==> src/rtl/sar_seq_pkg.sv <==
// Shared types and sizing helpers for the SAR scan sequencer.
//   seq_state_t : scan FSM state encoding
//   ACC_GUARD   : extra accumulator bits above DATA_W (up to 8 samples summed)
//   SAMP_CNT_W  : width of the per-channel sample counter (counts 0..8)
package sar_seq_pkg;

  typedef enum logic [2:0] {
    IDLE,
    SELECT,
    SETTLE,
    CONVERT,
    EMIT,
    SCAN_END
  } seq_state_t;

  localparam int ACC_GUARD  = 3;
  localparam int SAMP_CNT_W = 4;

  function automatic int acc_width(input int data_w);
    return data_w + ACC_GUARD;
  endfunction

endpackage

==> src/rtl/sar_ch_pick.sv <==
// Combinational channel finder: lowest set bit of mask at or above start_idx.
//   mask      : latched channel enable mask
//   start_idx : first channel to consider (may equal NUM_CH, meaning none left)
//   ch        : selected channel (0 when none found)
//   found     : a channel at or above start_idx is enabled
module sar_ch_pick #(
  parameter int NUM_CH = 4,
  parameter int CH_W   = 2
) (
  input  logic [NUM_CH-1:0] mask,
  input  logic [CH_W:0]     start_idx,
  output logic [CH_W-1:0]   ch,
  output logic              found
);

  localparam int IW = CH_W + 1;

  // Scan from the top down so the last hit written is the lowest channel.
  always_comb begin
    ch    = '0;
    found = 1'b0;
    for (int i = NUM_CH - 1; i >= 0; i--) begin
      if (mask[i] && (IW'(i) >= start_idx)) begin
        ch    = CH_W'(i);
        found = 1'b1;
      end
    end
  end

endmodule

==> src/rtl/sar_scan_sequencer.sv <==
// Scan scheduler sharing one SAR conversion core across NUM_CH analog inputs.
//
// state    | meaning
// ---------+-----------------------------------------------------------
// IDLE     | waiting for start_scan
// SELECT   | pick next enabled channel, drive mux_sel
// SETTLE   | mux settling down-count
// CONVERT  | sar_start on entry, wait for sar_done or watchdog
// EMIT     | present averaged result for the channel
// SCAN_END | scan_done pulse, restart if continuous
//
// Ports: clk, reset_n (async active-low); start_scan, stop_scan, continuous,
// ch_enable, settle_cycles, avg_log2 (control/config); mux_sel, sar_start,
// sar_done, sar_data (mux + SAR core handshake); result_valid, result_data,
// result_ch, busy, scan_done, timeout_err (status/results).
module sar_scan_sequencer
  import sar_seq_pkg::*;
#(
  parameter int NUM_CH         = 4,
  parameter int DATA_W         = 8,
  parameter int SETTLE_W       = 6,
  parameter int TIMEOUT_CYCLES = 32,
  parameter bit INVERT_CODE    = 1'b1,
  localparam int CH_W          = $clog2(NUM_CH)
) (
  input  logic                clk,
  input  logic                reset_n,
  input  logic                start_scan,
  input  logic                stop_scan,
  input  logic                continuous,
  input  logic [NUM_CH-1:0]   ch_enable,
  input  logic [SETTLE_W-1:0] settle_cycles,
  input  logic [1:0]          avg_log2,
  output logic [CH_W-1:0]     mux_sel,
  output logic                sar_start,
  input  logic                sar_done,
  input  logic [DATA_W-1:0]   sar_data,
  output logic                result_valid,
  output logic [DATA_W-1:0]   result_data,
  output logic [CH_W-1:0]     result_ch,
  output logic                busy,
  output logic                scan_done,
  output logic                timeout_err
);

  localparam int ACC_W = acc_width(DATA_W);
  localparam int WD_W  = $clog2(TIMEOUT_CYCLES + 1);

  seq_state_t            state, state_d;
  logic [NUM_CH-1:0]     en_q;
  logic [SETTLE_W-1:0]   settle_q, settle_cnt;
  logic [1:0]            avg_q;
  logic [CH_W:0]         idx;
  logic [WD_W-1:0]       wd_cnt;
  logic                  start_pend;
  logic [SAMP_CNT_W-1:0] samp_cnt;
  logic [ACC_W-1:0]      acc;

  logic [CH_W-1:0]       pick_ch;
  logic                  pick_found;
  logic [DATA_W-1:0]     code;
  logic                  abort, done_ok, wd_expire, last_samp;

  sar_ch_pick #(.NUM_CH(NUM_CH), .CH_W(CH_W)) u_pick (
    .mask      (en_q),
    .start_idx (idx),
    .ch        (pick_ch),
    .found     (pick_found)
  );

  assign code  = INVERT_CODE ? ~sar_data : sar_data;
  assign abort = stop_scan && (state != IDLE);
  // sar_done in the sar_start cycle belongs to no conversion of ours.
  assign done_ok   = (state == CONVERT) && !start_pend && sar_done && !abort;
  assign wd_expire = (state == CONVERT) && !start_pend && !sar_done && !abort &&
                     (wd_cnt == WD_W'(1));
  assign last_samp = ((samp_cnt + SAMP_CNT_W'(1)) == (SAMP_CNT_W'(1) << avg_q));

  always_comb begin
    state_d      = state;
    sar_start    = 1'b0;
    result_valid = 1'b0;
    scan_done    = 1'b0;
    busy         = (state != IDLE);
    case (state)
      IDLE:     if (start_scan) state_d = SELECT;
      SELECT: begin
        if (!pick_found)            state_d = SCAN_END;
        else if (settle_q == '0)    state_d = CONVERT;
        else                        state_d = SETTLE;
      end
      SETTLE:   if (settle_cnt == SETTLE_W'(1)) state_d = CONVERT;
      CONVERT: begin
        sar_start = start_pend;
        if (done_ok)        state_d = last_samp ? EMIT : CONVERT;
        else if (wd_expire) state_d = SELECT;
      end
      EMIT: begin
        result_valid = 1'b1;
        state_d      = SELECT;
      end
      SCAN_END: begin
        scan_done = 1'b1;
        // busy stays up across the turnaround only when rescanning.
        busy      = continuous;
        state_d   = continuous ? SELECT : IDLE;
      end
      default:  state_d = IDLE;
    endcase
    if (abort) begin
      state_d      = IDLE;
      sar_start    = 1'b0;
      result_valid = 1'b0;
      scan_done    = 1'b0;
    end
  end

  assign result_data = result_valid ? DATA_W'(acc >> avg_q) : '0;
  assign result_ch   = result_valid ? mux_sel : '0;

  always_ff @(posedge clk or negedge reset_n) begin
    if (!reset_n) begin
      state       <= IDLE;
      en_q        <= '0;
      settle_q    <= '0;
      avg_q       <= '0;
      idx         <= '0;
      mux_sel     <= '0;
      settle_cnt  <= '0;
      wd_cnt      <= '0;
      start_pend  <= 1'b0;
      samp_cnt    <= '0;
      acc         <= '0;
      timeout_err <= 1'b0;
    end else begin
      state      <= state_d;
      // Pulse sar_start on every entry to CONVERT, including back-to-back samples.
      start_pend <= (state_d == CONVERT) && ((state != CONVERT) || done_ok);
      case (state)
        IDLE: begin
          if (start_scan) begin
            en_q        <= ch_enable;
            settle_q    <= settle_cycles;
            avg_q       <= avg_log2;
            idx         <= '0;
            timeout_err <= 1'b0;
          end
        end
        SELECT: begin
          if (pick_found) begin
            mux_sel    <= pick_ch;
            settle_cnt <= settle_q;
          end
        end
        SETTLE:   settle_cnt <= settle_cnt - SETTLE_W'(1);
        CONVERT: begin
          if (start_pend) begin
            wd_cnt <= WD_W'(TIMEOUT_CYCLES - 1);
          end else if (done_ok) begin
            acc      <= acc + ACC_W'(code);
            samp_cnt <= samp_cnt + SAMP_CNT_W'(1);
          end else if (wd_expire) begin
            timeout_err <= 1'b1;
            acc         <= '0;
            samp_cnt    <= '0;
            idx         <= {1'b0, mux_sel} + (CH_W+1)'(1);
          end else begin
            wd_cnt <= wd_cnt - WD_W'(1);
          end
        end
        EMIT: begin
          acc      <= '0;
          samp_cnt <= '0;
          idx      <= {1'b0, mux_sel} + (CH_W+1)'(1);
        end
        SCAN_END: begin
          if (continuous) begin
            en_q     <= ch_enable;
            settle_q <= settle_cycles;
            avg_q    <= avg_log2;
            idx      <= '0;
          end
        end
        default: ;
      endcase
      if (abort) begin
        acc      <= '0;
        samp_cnt <= '0;
      end
    end
  end

endmodule

==> config.mk <==
export PLATFORM = sky130hd
export DESIGN_NAME = sar_scan_sequencer
export DESIGN_NICKNAME = d
export VERILOG_FILES = /design/src/rtl/sar_seq_pkg.sv /design/src/rtl/sar_ch_pick.sv /design/src/rtl/sar_scan_sequencer.sv
export SDC_FILE = /design/constraint.sdc
export NUM_CORES = 1
export LEC_CHECK = 0
export BUFFER_PORTS_ARGS = -buffer_cell sky130_fd_sc_hd__buf_2
export CAP_MARGIN = 5
export CORE_MARGIN = 8
export CORE_UTILIZATION = 35
export DETAILED_ROUTE_END_ITERATION = 8
export GPL_TIMING_DRIVEN = 0
export PLACE_DENSITY_LB_ADDON = 0.05
export SYNTH_ARGS = -nofsm -noshare
export SYNTH_HDL_FRONTEND = slang
export SYNTH_SLANG_ARGS = --single-unit
==> constraint.sdc <==
create_clock -name clk -period 1.73 [get_ports clk]
set_clock_uncertainty 0.1 [all_clocks]
set_input_delay 0.0865 -clock clk [delete_from_list [all_inputs] [get_ports clk]]
set_output_delay 0.0865 -clock clk [all_outputs]
set_load 0.01 [all_outputs]
Word-level counts from Yosys, hierarchy flattened:

Cells that the tools add are included.

* flip-flop bits (word level): 49
* latch bits: 0
* RAM bits: 0
* bits in read-only memories: 0
* output and inout port bits: 17
* memories kept: 0

* add/subtract/negate cells: 5
* multiply operators: 0
* divide/modulo/power cells: 0
* $lt $le $gt $ge: 4
* equal/unequal tests: 20
* shift operators: 2
* mux-type cells: 62
* bitwise gates (word level): 1
* reductions and logical operators: 31

Operator list (number)
* $mux W11: 4
* $mux W3: 12
* $mux W6: 6
* $mux W4: 6
* $pmux W6 S2: 2
* $pmux W11 S2: 1
* $pmux W3 S6: 1
* $mux W1: 17
* $ne A2 B2 Y1 const B: 8
* $pmux W4 S2: 2
* $mux W2: 7
* $eq A6 B1 Y1 const B: 2
* $logic_and A1 B1 Y1: 12
* $pmux W3 S4: 1
* $sub A6 B1 Y6 const B: 2
* $add A11 B8 Y11: 1
* $shr A11 B2 Y8: 1
* $eq A3 B2 Y1 const B: 3
* $reduce_and A3 Y1: 3
* $mux W8: 1
* $not A8 Y8: 1
* $eq A3 B3 Y1 const B: 2
* $ge A1 B3 Y1 const A: 2
* $ge A2 B3 Y1 const A: 2
* other kinds (20): 26

Logic depth before layout (Yosys ltp):

* depth after elaboration: 11
* depth in mapped cells: 9
* gate-level depth less buffers: 9

Hierarchy:

A second synthesis with hierarchy kept.

* cells, all modules: 355
* area, all modules: 3241.9 µm²

By module, submodules not included
* sar_scan_sequencer: instances 1, cells each 344, area an instance 3174.3 µm², sequential area each 1226.2 µm²
* sar_ch_pick: instances 1, cells each 11, area an instance 67.6 µm², sequential area each 0.0 µm²

Least setup slack after synthesis:

No wires, ideal clock.

* path type: reg-to-reg
* start point: reg acc[0]
* end point: reg acc[10]
* setup time: 120 ps
* data arrival time: 1656 ps
* required time: 1510 ps
* path slack: -146 ps
* stages on the path, launching flop included: 9
* clock period less this slack: 1876 ps
* cell sequence: dfrtp_1 -> ha_1 -> inv_1 -> fa_1 -> nor2b_1 -> o2111ai_1 -> nand3_1 -> nand4_1 -> a31o_1

* longest elaborated chain between the ends: 5

RTL lines
* from (decl): line sar_scan_sequencer.sv:57 `logic [ACC_W-1:0] acc;`
* from (signal assigned): line sar_scan_sequencer.sv:160 `acc <= acc + ACC_W'(code);`
* $add A11 B8 Y11: line sar_scan_sequencer.sv:160
* $mux W11: line sar_scan_sequencer.sv:159 `end else if (done_ok) begin`
* $mux W11: line sar_scan_sequencer.sv:157 `if (start_pend) begin`
* $pmux W11 S2: line sar_scan_sequencer.sv:139 `case (state)`
* $mux W11: line sar_scan_sequencer.sv:186 `if (abort) begin`

No other way between the ends. The select of a mux whose other input is x is not followed.
A chain may end at the register's enable or synchronous reset.

Worst setup path after layout:

* start point: reg state[0]
* end point: out result_ch[0]

* longest elaborated chain between the ends: 4
* elaborated cells between the ends (all ways): 6

RTL lines
* from (decl): line sar_scan_sequencer.sv:49 `seq_state_t state, state_d;`
* from (signal assigned): line sar_scan_sequencer.sv:136 `state <= state_d;`
* $eq A3 B3 Y1 / $reduce_bool A3 Y1 (equally long branches): line sar_scan_sequencer.sv:85, sar_scan_sequencer.sv:72
* $mux W1 / $logic_and A1 B1 Y1 (equally long branches): line sar_scan_sequencer.sv:85, sar_scan_sequencer.sv:72
* $mux W1 (*): line sar_scan_sequencer.sv:110 `if (abort) begin`
* $mux W2 (*): line sar_scan_sequencer.sv:119 `assign result_ch = result_valid ? mux_sel : '0;`
* to (decl): line sar_scan_sequencer.sv:40 `output logic [CH_W-1:0] result_ch,`

Mark *: on every way between the ends. The rest lies on a longest branch, timed or not.

==> run metrics <==
Ys Warns=0; Via-to-Cell Ratio=5.37; min-delay worst type=primary input to flip-flop; Worst Hold Path EP=acc[1]; Comb power frac=57.6%; CP endpoint kind=primary output; Power Total=6.87 mW; unrepaired setup endpoints after global routing=true; ANT nets after route=0; Die Height=113 µm; LEAKAGE=2.25 nW; DP Area=3670 µm²; Async SR Flop Fraction=100%; Mapped Cells=344; Flop pwr share=around 30%; crit-path leading delay family=simple AND/OR/NAND/NOR gates; Fill cells=828; clock share of power=12.6%; Total GRT Usage=15.2%; die width=~110 µm; fin area=5090 µm²; Post-Layout Cell Count=582; WS Path Type=flip-flop to primary output; top cell type's share of synthesized area=between 30 and 40%; launching element type of the critical path=flip-flop; starting density of the core=35.9%; Max-Cap Viols=0; final setup margin=-0.246 ns; I/O pin count=43; Rel. slew slack=23.1%; number of CTS-inserted buffers=5; Worst Setup Slack post-DPL=-0.357 ns; worst path bufs/invs=3; Worst Path Required=1.54 ns; final setup vio count=50; IO Port Bufs=41; Area Growth Syn to Fin=54.3%; Yosys cell types=73; H-tree levels=2; total negative slack=-6.78 ns; Top cell by count, worst path=buf_6; hold_ws=a little over 0.09 ns; R2R setup slack=-0.24 ns; TritonRoute pass-1 iters=4; initial antenna violation count=0; DR WL/cell=16.9 µm; Int Pwr=4.19 mW; top_reg_cell synth=dfrtp_1; fin crit share=114%; placed cell count=between 400 and 500; flops & latches, synth=49; Slew @ Worst Pin=around 1.2 ns; hold path cells=3; top-count cell post-synth=dfrtp_1; post-DP HPWL=6300 µm; Rows=35; number of diodes=0; Util after Layout=55.3%; worst-case clock buffer depth=2; vias in the first global route=3,119; worst path cell trace=buf_6, or3b_4, nor2_4, buf_6, and2_4, buf_6; TritonCTS Sinks=49; worst skew pair latency=around 0.30 ns; Vias=3,125; Post-Syn Area=3300 µm²; first-pass GRT wire length=16,000 µm; minimum clock period=1.98 ns; dominant cell type by area after synthesis=dfrtp_1; peak supply drop=0.922 mV; DR iter-0 viols=155; number of synthesized flops with an enable pin=0; post-synthesis sequential area ratio=between 30% and 40%; CTS tree=done; reg2reg end=idx[0]; largest net degree at the start of global routing=50; DIE AREA=12,800 µm²; P_sw=2.68 mW; R2R cell count=7; layout cells sized above 1=just under 50%; CP arrival=1.79 ns; Slew Limit Fails=0; Hold Vio Cnt, Final=0; Sw Ratio=39.0%; final wirelength=9810 µm; failing checks=setup timing; routability-driven placement congestion ratio=0.771; core area=9200 µm²; slowest CP cell=or3b_4; Final #Nets=511; CP max stage delay=0.41 ns; worst r2r src=state[0]; DRC violations left=0; synth cell count leaders=dfrtp_1, nand2_1, inv_1; pwr dens=1350 nW/µm²; Max Fclk=about 0.51 GHz; syn avg cell area=9.58 µm²; Syn Nets=385; Overflow after GRT=0; top post-synthesis cells by area=dfrtp_1, mux4_2, ha_1; clk root buf=clkbuf_8; min-delay src=sar_data[1]; Worst-path clk slew=0.09 ns; crit path max fanout=5; outcome=finished with violations
[power groups by stage]
stage / registers (mW) / logic, mW / clock network [mW]
after detailed placement: 1.99 / 2.42 / 0
after global routing: 2.12 / 4.29 / 0.950
after CTS: 1.98 / 3.55 / 0.908
final: 2.05 / 3.96 / 0.868
after floorplan: 1.86 / 1.88 / 0
after global placement: 1.98 / 2.40 / 0
[what timing repair did]
item	4_1_cts	5_1_grt
buffers inserted	43	21
pin swaps	28	26
resized for setup	98	57
cloned	3	0
hold endpoints to repair	62	0
hold buffers	14	0
setup endpoints to repair	57	62
[final cells by class]
class                   instances  area (µm²)  area share, %
inverters                      26        97.6           1.92
flip-flops and latches         49        1240           24.3
clock buffers                   7        86.3           1.70
multi-input cells             256        2370           46.7
well taps                     111         139           2.73
plain buffers                  11         114           2.24
clock inverters                 1        30.0          0.590
repair buffers                121        1010           19.9
[kinds of logic (layout without fill, tap and decap cells)]
kind of cell | after synthesis | after routing | synth area share (%)
AO/OA/AOI/OAI | 93 | 93 | 19.7
XOR/XNOR | 10 | 10 | 2.66
adder cells (fa/ha/maj) | 15 | 15 | 5.92
buffers and inverters | 39 | 166 | 5.39
flip-flops | 49 | 49 | 37.2
multiplexers | 23 | 23 | 10.6
AND/OR/NAND/NOR | 115 | 115 | 18.5
[worst reg2reg max path: cells and delay by family, from the launching register on]
kind	cells	cell delay, ns
buffers and inverters	3	0.40
DFF	1	0.40
and+or+nand+nor	1	0.28
AOI/OAI and AO/OA	2	0.39
muxes	1	0.30
[sequential cells by signal, indices dropped and copies added (netlist names)]
signal	flops
samp_cnt	4
en_q	4
settle_q	6
start_pend	1
settle_cnt	6
state	3
avg_q	2
acc	11
idx	3
timeout_err	1
mux_sel	2
wd_cnt	6
[worst max-delay path by stage]
stage / from / to / slack, ns / cells past startpoint
floorplan: acc[0] / acc[10] / -0.11 / 8
global placement: acc[1] / acc[7] / -0.36 / 6
detailed placement: acc[0] / acc[10] / -0.36 / 8
CTS: state[0] / result_data[7] / -0.29 / 6
global route: state[2] / result_ch[1] / -0.31 / 6
finish: state[0] / result_ch[0] / -0.25 / 6
[layer usage]
| metal | routed length [µm] | share of wire (%) | GRT usage, % |
|---|---|---|---|
| met5 | 0 | 0 | 0 |
| met4 | 34 | 0.35 | 2.40 |
| met3 | 387 | 3.9 | 2.82 |
| met2 | 4470 | 46 | 23.4 |
| met1 | 4930 | 50 | 22.0 |
[cell usage in the layout (no fill, tap or decap), types with 4 or more instances in the layout]
cell type       n
a21oi_1        10
a21oi_2         6
nand3_1         5
nand2_1        25
o21ai_2         4
dlygate4sd3_1  14
nor2_1         17
o21ai_0        13
xnor2_1         5
nor3_1         11
nand4_1         5
ha_1            6
buf_6          36
xor2_1          5
dfrtp_2         8
clkbuf_8        8
buf_2          31
o21ai_1         6
dfrtp_1        41
ha_4            6
inv_1          25
and2_4          9
mux4_2          8
a31oi_1         6
mux2_4         13
buf_4          44
Power figures use the tool's default switching activity.
